==> config.mk <==
export PLATFORM = sky130hd
export DESIGN_NAME = omap_biu
export DESIGN_NICKNAME = d
export VERILOG_FILES = /design/src/rtl/acc_pkg.sv /design/src/rtl/omap_fifo.sv /design/src/rtl/omap_biu.sv
export SDC_FILE = /design/constraint.sdc
export NUM_CORES = 1
export LEC_CHECK = 0
export BUFFER_PORTS_ARGS = -buffer_cell sky130_fd_sc_hd__buf_2
export CAP_MARGIN = 20
export CORE_MARGIN = 5
export CORE_UTILIZATION = 45
export CTS_BUF_LIST = sky130_fd_sc_hd__clkbuf_8
export DETAILED_ROUTE_END_ITERATION = 12
export PLACE_DENSITY_LB_ADDON = 0.12
export SETUP_SLACK_MARGIN = 0.4
export SYNTH_ARGS = -nofsm -noshare
export SYNTH_HDL_FRONTEND = slang
export SYNTH_SLANG_ARGS = --single-unit
export TNS_END_PERCENT = 5
==> constraint.sdc <==
create_clock -name clk -period 4.8 [get_ports clk]
set_input_delay 0.48 -clock clk [delete_from_list [all_inputs] [get_ports clk]]
set_output_delay 0.48 -clock clk [all_outputs]
set_load 0.005 [all_outputs]
==> src/rtl/acc_pkg.sv <==
// acc_pkg: shared widths, limits and FSM encoding for the accelerator write-back path
package acc_pkg;
  localparam int ADDR_W = 32;
  localparam int DATA_W = 32;
  localparam int CNT_W = 22;
  localparam int FIFO_DEPTH = 4;
  localparam int MAX_OUTST = 8;
  typedef enum logic [1:0] {IDLE, BUSY, DRAIN, DONE} state_t;
endpackage

==> src/rtl/omap_fifo.sv <==
// omap_fifo: synchronous FIFO with registered storage and full/empty flags
module omap_fifo
  import acc_pkg::*;
#(
  parameter int DEPTH = FIFO_DEPTH,
  parameter int WIDTH = DATA_W
) (
  input  logic             clk,
  input  logic             rst,
  input  logic             push,
  input  logic [WIDTH-1:0] din,
  input  logic             pop,
  output logic [WIDTH-1:0] dout,
  output logic             full,
  output logic             empty
);
  localparam int AW = $clog2(DEPTH);
  logic [WIDTH-1:0] mem [DEPTH];
  logic [AW-1:0] wp, rp;
  logic [AW:0] cnt;
  logic do_push, do_pop;
  assign full = cnt == (AW+1)'(DEPTH);
  assign empty = cnt == '0;
  assign do_pop = pop && !empty;
  assign do_push = push && (!full || do_pop);
  assign dout = mem[rp];
  always_ff @(posedge clk) begin
    if (rst) begin
      wp <= '0;
      rp <= '0;
      cnt <= '0;
      for (int i = 0; i < DEPTH; i++) mem[i] <= '0;
    end else begin
      if (do_push) begin
        mem[wp] <= din;
        wp <= wp == AW'(DEPTH-1) ? '0 : wp + 1'b1;
      end
      if (do_pop) rp <= rp == AW'(DEPTH-1) ? '0 : rp + 1'b1;
      cnt <= cnt + (AW+1)'(do_push) - (AW+1)'(do_pop);
    end
  end
endmodule

==> src/rtl/omap_biu.sv <==
// omap_biu: streams MAC result words into posted writes with bounded outstanding responses
module omap_biu
  import acc_pkg::*;
(
  input  logic              clk,
  input  logic              rst,
  input  logic              omap_start,
  output logic              omap_done,
  input  logic [7:0]        out_ch,
  input  logic [15:0]       map_size,
  input  logic [ADDR_W-1:0] omap_base_addr,
  input  logic [DATA_W-1:0] mac2omap_data,
  input  logic              mac2omap_vld,
  output logic              mac2omap_rdy,
  output logic [ADDR_W-1:0] omap_biu2arb_addr,
  output logic [DATA_W-1:0] omap_biu2arb_data,
  output logic              omap_biu2arb_vld,
  input  logic              omap_biu2arb_rdy,
  input  logic              arb2omap_biu_bvld,
  output logic              arb2omap_biu_brdy
);
  state_t state;
  logic [CNT_W-1:0] n_words, acc_cnt, iss_cnt, rsp_cnt;
  logic [ADDR_W-1:0] base;
  logic [3:0] outst;
  logic full, empty, push, issue, resp;
  logic unused_ch;
  assign unused_ch = ^out_ch[1:0];
  assign mac2omap_rdy = state == BUSY && !full && acc_cnt < n_words;
  assign push = mac2omap_vld && mac2omap_rdy;
  assign omap_biu2arb_vld = !empty && outst < 4'(MAX_OUTST);
  assign issue = omap_biu2arb_vld && omap_biu2arb_rdy;
  assign arb2omap_biu_brdy = state == BUSY || state == DRAIN;
  // responses with nothing outstanding (e.g. stale ones after reset) are dropped
  assign resp = arb2omap_biu_bvld && arb2omap_biu_brdy && outst != '0;
  assign omap_biu2arb_addr = base + ADDR_W'({iss_cnt, 2'b00});
  assign omap_done = state == DONE;
  omap_fifo #(.DEPTH(FIFO_DEPTH), .WIDTH(DATA_W)) u_fifo (
    .clk(clk), .rst(rst), .push(push), .din(mac2omap_data), .pop(issue),
    .dout(omap_biu2arb_data), .full(full), .empty(empty)
  );
  always_ff @(posedge clk) begin
    if (rst) begin
      state <= IDLE;
      n_words <= '0;
      acc_cnt <= '0;
      iss_cnt <= '0;
      rsp_cnt <= '0;
      base <= '0;
      outst <= '0;
    end else begin
      if (push) acc_cnt <= acc_cnt + 1'b1;
      if (issue) iss_cnt <= iss_cnt + 1'b1;
      if (resp) rsp_cnt <= rsp_cnt + 1'b1;
      outst <= outst + 4'(issue) - 4'(resp);
      if (state == IDLE && omap_start) begin
        n_words <= CNT_W'(map_size) * CNT_W'(out_ch[7:2]);
        base <= omap_base_addr;
        acc_cnt <= '0;
        iss_cnt <= '0;
        rsp_cnt <= '0;
        state <= BUSY;
      end else if (state == BUSY && acc_cnt == n_words) state <= DRAIN;
      else if (state == DRAIN && iss_cnt == n_words && rsp_cnt == n_words) state <= DONE;
      else if (state == DONE) state <= IDLE;
    end
  end
endmodule

Word-level counts from Yosys, hierarchy flattened
Memory sizes are Yosys's and may differ from the RTL's. A register that Yosys moved wholly into a read port is not among the register bits. Cells that the tools add are included.

Bits of input ports: 94. Register bits after elaboration: 133. Memory bits (writable): 128. Word-level logic and storage cells: 74. Output and inout bits: 68. Memories: 1.

Memory list: u_fifo.mem (words 4, width 32, rd ports 1, clocked after Yosys merged registers in 1, write ports 4, line omap_fifo.sv:18) `logic [WIDTH-1:0] mem [DEPTH];`.

$lt $le $gt $ge: 2. Reduce and logical (&&, ||, !) cells: 24. Eq/ne operators: 9. $mul: 1. $add $sub $neg: 10. Mux-type cells: 16.

Operators with widths (number): $add A22 B1 Y22 const B (3); $eq A22 B22 Y1 (3); $add A32 B24 Y32 (1); $mux W32 (1); $reduce_or A32 Y1 (1); $lt A22 B22 Y1 (1); $mul A16 B6 Y22 (1); $mux W2 (8); $logic_and A1 B1 Y1 (13); $eq A2 B2 Y1 const B (4); $reduce_bool A4 Y1 (2); $mux W1 (7); $add A2 B1 Y2 const B (2); $add A4 B1 Y4 (1); $lt A4 B4 Y1 const B (1); $sub A4 B1 Y4 (1); $add A3 B1 Y3 (1); $eq A3 B3 Y1 const B (1); $logic_not A3 Y1 (1); $reduce_bool A3 Y1 (1); $sub A3 B1 Y3 (1); $eq A2 B1 Y1 const B (1); $logic_not A1 Y1 (2); $logic_not A2 Y1 (1); other kinds (2) (3).

Longest topological paths before layout
Depth after elaboration: 12. Mapped depth: 16. Mapped depth without buffers: 15.

By module
A second synthesis with hierarchy kept.

Cells, all modules: 1656. Area total of the unflattened synthesis: 16239.3 sq um.

By module, submodules not included: omap_biu (area an instance 10293.6 sq um, cells each 1297, sequential area each 2522.4 sq um, times used 1); omap_fifo (area an instance 5945.7 sq um, cells each 359, sequential area each 4023.9 sq um, times used 1).

Worst setup path after synthesis
Ideal clock, no wire load.

Path type: input to register. Start point: input port out_ch[7]. End point: register n_words[15]. Stages: 14. Required time: 4.683 ns. Path slack: 0.598 ns. Buffers on the path: 1. Library setup time: 0.117 ns. Arrival time: 4.084 ns. Cells stage by stage: clkbuf_1 -> nand2_1 -> fa_1 -> fa_1 -> fa_1 -> inv_1 -> ha_1 -> nor2b_1 -> o31a_1 -> o211a_1 -> o21bai_1 -> a21boi_0 -> or3_1 -> a32o_1.

Word-level cells in the longest chain between the ends: 1.

RTL lines: start: declaration (line omap_biu.sv:9) `input logic [7:0] out_ch,`; $mul A16 B6 Y22 (line omap_biu.sv:57) `n_words <= CNT_W'(map_size) * CNT_W'(out_ch[7:2]);`; end signal: assignment (line omap_biu.sv:57); end: declaration (line omap_biu.sv:23) `logic [CNT_W-1:0] n_words, acc_cnt, iss_cnt, rsp_cnt;`.

No other way between the ends. A chain may end at the register's enable or synchronous reset.

Worst setup path in the final report
Start point: register iss_cnt[0]. End point: output port omap_biu2arb_addr[26].

Word-level cells in the longest chain between the ends: 1.

RTL lines: start: declaration (line omap_biu.sv:23); start signal: assignment (line omap_biu.sv:53) `if (issue) iss_cnt <= iss_cnt + 1'b1;`; $add A32 B24 Y32 (line omap_biu.sv:36) `assign omap_biu2arb_addr = base + ADDR_W'({iss_cnt, 2'b00});`; end: declaration (line omap_biu.sv:15) `output logic [ADDR_W-1:0] omap_biu2arb_addr,`.

No other way between the ends.

==> impl_metrics.csv <==
group,metric,value,unit
min_path,min_path_type,"in2reg",
worst_setup_path,cp.buffers_inverters,2,
logic_synthesis,synth_cell_type_count,72,
sta,hold_viol,0,
sta,timing.slew.headroom,32.7,%
clock_tree,clock_latency,570,ps
floorplan,start_util,45.5,%
clock_tree,clockRootBuffer,"clkbuf_8",
detailed_routing,wire_per_inst,16.9,um
worst_setup_path,path_cells,"ha_1 > inv_1 > fa_1 > nor2b_1 > o2111ai_1 > o211ai_1 > a211oi_1 > o31ai_1 > nand3_1 > xnor2_1 > buf_2",
logic_synthesis,syn_area_per_cell,9.61,um^2
clock_tree,cts.repair.resized,0,
placed_design,dp_cells,2250,
logic_synthesis,syn-num-nets,1923,
power,clockPowerShare,30.1,%
power,switching_share,33.0,%
power,p_comb_share,30.3,%
finish,multi_input_area,8790,um^2
sta,setup_viol,0,
clock_tree,holdBufCountCts,0,
logic_synthesis,synth_top_area_cell,"edfxtp_1",
logic_synthesis,yosysMostFrequentCell,"nor2_1",
placed_design,dpl-instance-area,17400,um^2
logic_synthesis,synth_area,16100,um^2
finish,fillers,3390,
global_routing,grt_pass1_wl,64600,um
finish,post_route_cells_drive_above_1_share,15.4,%
worst_setup_path,path_depth,11,
floorplan,die_h,199,um
floorplan,io_pins,162,
worst_setup_path,crit_slowest_cell,"o31ai_1",
power,netSwitchingPower,2260,uW
sta,finalMaxSlewViolations,0,
worst_setup_path,crit_arrival,3510,ps
clock_tree,clk_path_buf_depth,3,
finish,stdcell_area,18300,um^2
finish,nets,2082,
sta,rsz0062_at_grt,"no",
logic_synthesis,async_flop_share,0,%
clock_tree,cts_setup_buffers,0,
power,pwr_density_cell,374,nW/um^2
floorplan,die_w,199,um
detailed_routing,via_per_inst,5.29,
floorplan,rows,69,
detailed_routing,drt-initial-drc-count,524,
sta,fmax,251,MHz
floorplan,die_area,39700,um^2
logic_synthesis,yosys_most_used_dff,"dfxtp_1",
logic_synthesis,netlist_top_cells_area,"edfxtp_1 (24%), dfxtp_1 (17%), fa_1 (7.4%), ha_1 (7.0%), nor2_1 (5.0%)",
worst_setup_path,cp_max_fo,7,
logic_synthesis,yosys_warnings,0,
min_path,hold_depth,3,
global_routing,grt_antenna_before_repair,1,
detailed_routing,routed_wl,39400,um
finish,seq_area,6550,um^2
worst_setup_path,cp_top_family,"compound AO/OA/AOI/OAI gates",
logic_synthesis,syn_inst,1679,
sta,period_needed,3990,ps
clock_tree,cts_buffers,47,
worst_setup_path,reg2regPathDepth,10,
worst_setup_path,max_stage_delay,570,ps
logic_synthesis,ys_seq_area_share,40.6,%
flow_run,cap_violations,0,
clock_tree,clkSinkCount,263,
sta,tns,0,ps
global_routing,grt.total_usage,20.0,%
sta,worstMarginPinSlew,1010,ps
worst_setup_path,end_kind,"output pin",
finish,area_growth,13.4,%
finish,finalNonFillerCells,2340,
power,seq_power_share,39.7,%
detailed_routing,dr_total_vias,12400,
detailed_routing,drtPass1Iterations,5,
clock_tree,clk_pin_slew_worst_paths,60,ps
placed_design,port_buffers,159,
global_routing,grt_overflow,0,
logic_synthesis,synth_top_area_share,23.8,%
power,internal_power,4590,uW
placed_design,gp_congestion,0.847,
clock_tree,cts_tree,"done",
floorplan,coreArea,35500,um^2
placed_design,place_ws,270,ps
logic_synthesis,synthTopCellsByCount,"nor2_1 (217), nand2_1 (165), dfxtp_1 (135), inv_1 (135), edfxtp_1 (128)",
detailed_routing,drc,0,
sta,setup_ws,810,ps
worst_setup_path,worstPathRequired,4320,ps
power,max-vdd-ir-drop,0.204,mV
sta,fin_skew,25.7,ps
outcome,status,"completed",
worst_setup_path,criticalPathCategory,"reg2out",
placed_design,dpl.hpwl,28000,um
logic_synthesis,synth_edf_count,128,
logic_synthesis,ys_seq_elements,263,
global_routing,first_global_vias,12600,
global_routing,grt_max_degree,51,
power,p_leak,0.00762,uW
sta,post-route-period-util,83.1,%
worst_setup_path,start_kind,"flop",
detailed_routing,ant_nets,0,
clock_tree,cts_max_level,2,
flip-flops by register name, indices dropped and copies added, names as in the netlist, named ones only:
register,cells
rsp_cnt,22
base,32
acc_cnt,22
n_words,22
state,2
outst,4
u_fifo.cnt,3
u_fifo.wp,2
iss_cnt,22
u_fifo.rp,2
u_fifo.mem,128
metrics by stage:
step,hold WS [ps],power [uW],utilization [%]
2_1_floorplan,437,4230,-
3_3_place_gp,440,4840,48.9
3_5_place_dp,453,4870,48.9
4_1_cts,93.5,6950,51.5
5_1_grt,117,7350,51.6
6_report,137,6840,51.6
power groups by stage:
stage	registers [uW]	clock network, uW	logic, uW
finish	2720	2060	2070
global route	2740	2220	2390
CTS	2720	2120	2110
detailed placement	2770	0	2100
global placement	2760	0	2080
floorplan	2680	0	1550
final cells by class:
type	count	share of cell area (%)
antenna	2	0.0274
clock buffer	53	3.99
clock inverter	35	1.09
inverter	136	2.79
multi-input combinational	1212	48.0
sequential	263	35.8
tap	461	3.15
timing repair buffer	178	5.14
tightest hold or removal path: stages:
cell and delay [ps]:
buf_2 90, nand2_1 40, a21oi_1 50
path summary, 6_finish.rpt:
kind | endpoint | start | slack (ps)
worst min-delay path | base[26] | omap_base_addr[26] | 140
worst max-delay path | omap_biu2arb_addr[26] | iss_cnt[0] | 810
worst max register to register | u_fifo.mem[2][3] | n_words[20] | 830
worst min register to register | base[23] | base[23] | 460
layout by cell type (no fill, tap or decap), types with 4 or more instances in the layout:
master / instances
nand4_1: 27
dfxtp_1: 134
and3_1: 10
mux4_2: 32
edfxtp_1: 128
nor2b_1: 7
a21boi_0: 5
a31oi_1: 10
o22ai_1: 4
buf_2: 158
o41ai_1: 5
or3_1: 29
o211ai_1: 4
nand3_1: 41
a21o_1: 10
fa_1: 60
o31a_1: 4
and2_1: 80
inv_1: 157
xor2_1: 50
o21bai_1: 4
or4_1: 4
nor2_1: 217
ha_1: 90
o21ai_0: 36
a21oi_1: 101
clkbuf_8: 53
xnor2_1: 49
clkinv_1: 4
a211oi_1: 8
nand2_1: 164
nor4_1: 16
nor3_1: 24
buf_4: 20
clkinv_2: 6
and4_1: 6
o31ai_1: 5
o21a_1: 8
nand2b_1: 47
cells by family after synthesis:
group | count (synthesis) | synth area share, %
AND/OR/NAND/NOR | 689 | 20.6
AO/OA/AOI/OAI | 240 | 9.41
XOR/XNOR | 99 | 5.37
flip-flops | 263 | 40.6
multiplexers | 34 | 4.59
buffers and inverters | 204 | 5.00
adder cells (fa/ha/maj) | 150 | 14.4
routing by layer:
| layer | vias up | track usage [%] | routed length (um) | part of all wire, % |
|---|---|---|---|---|
| li1 | 6127 | - | - | - |
| met1 | 5972 | 26.1 | 17500 | 44 |
| met2 | 232 | 35.5 | 19500 | 49 |
| met3 | 59 | 2.95 | 1650 | 4.2 |
| met4 | 0 | 4.68 | 852 | 2.2 |
| met5 | - | 0 | 0 | 0 |
Note: power is estimated with default switching activity, not from simulation.
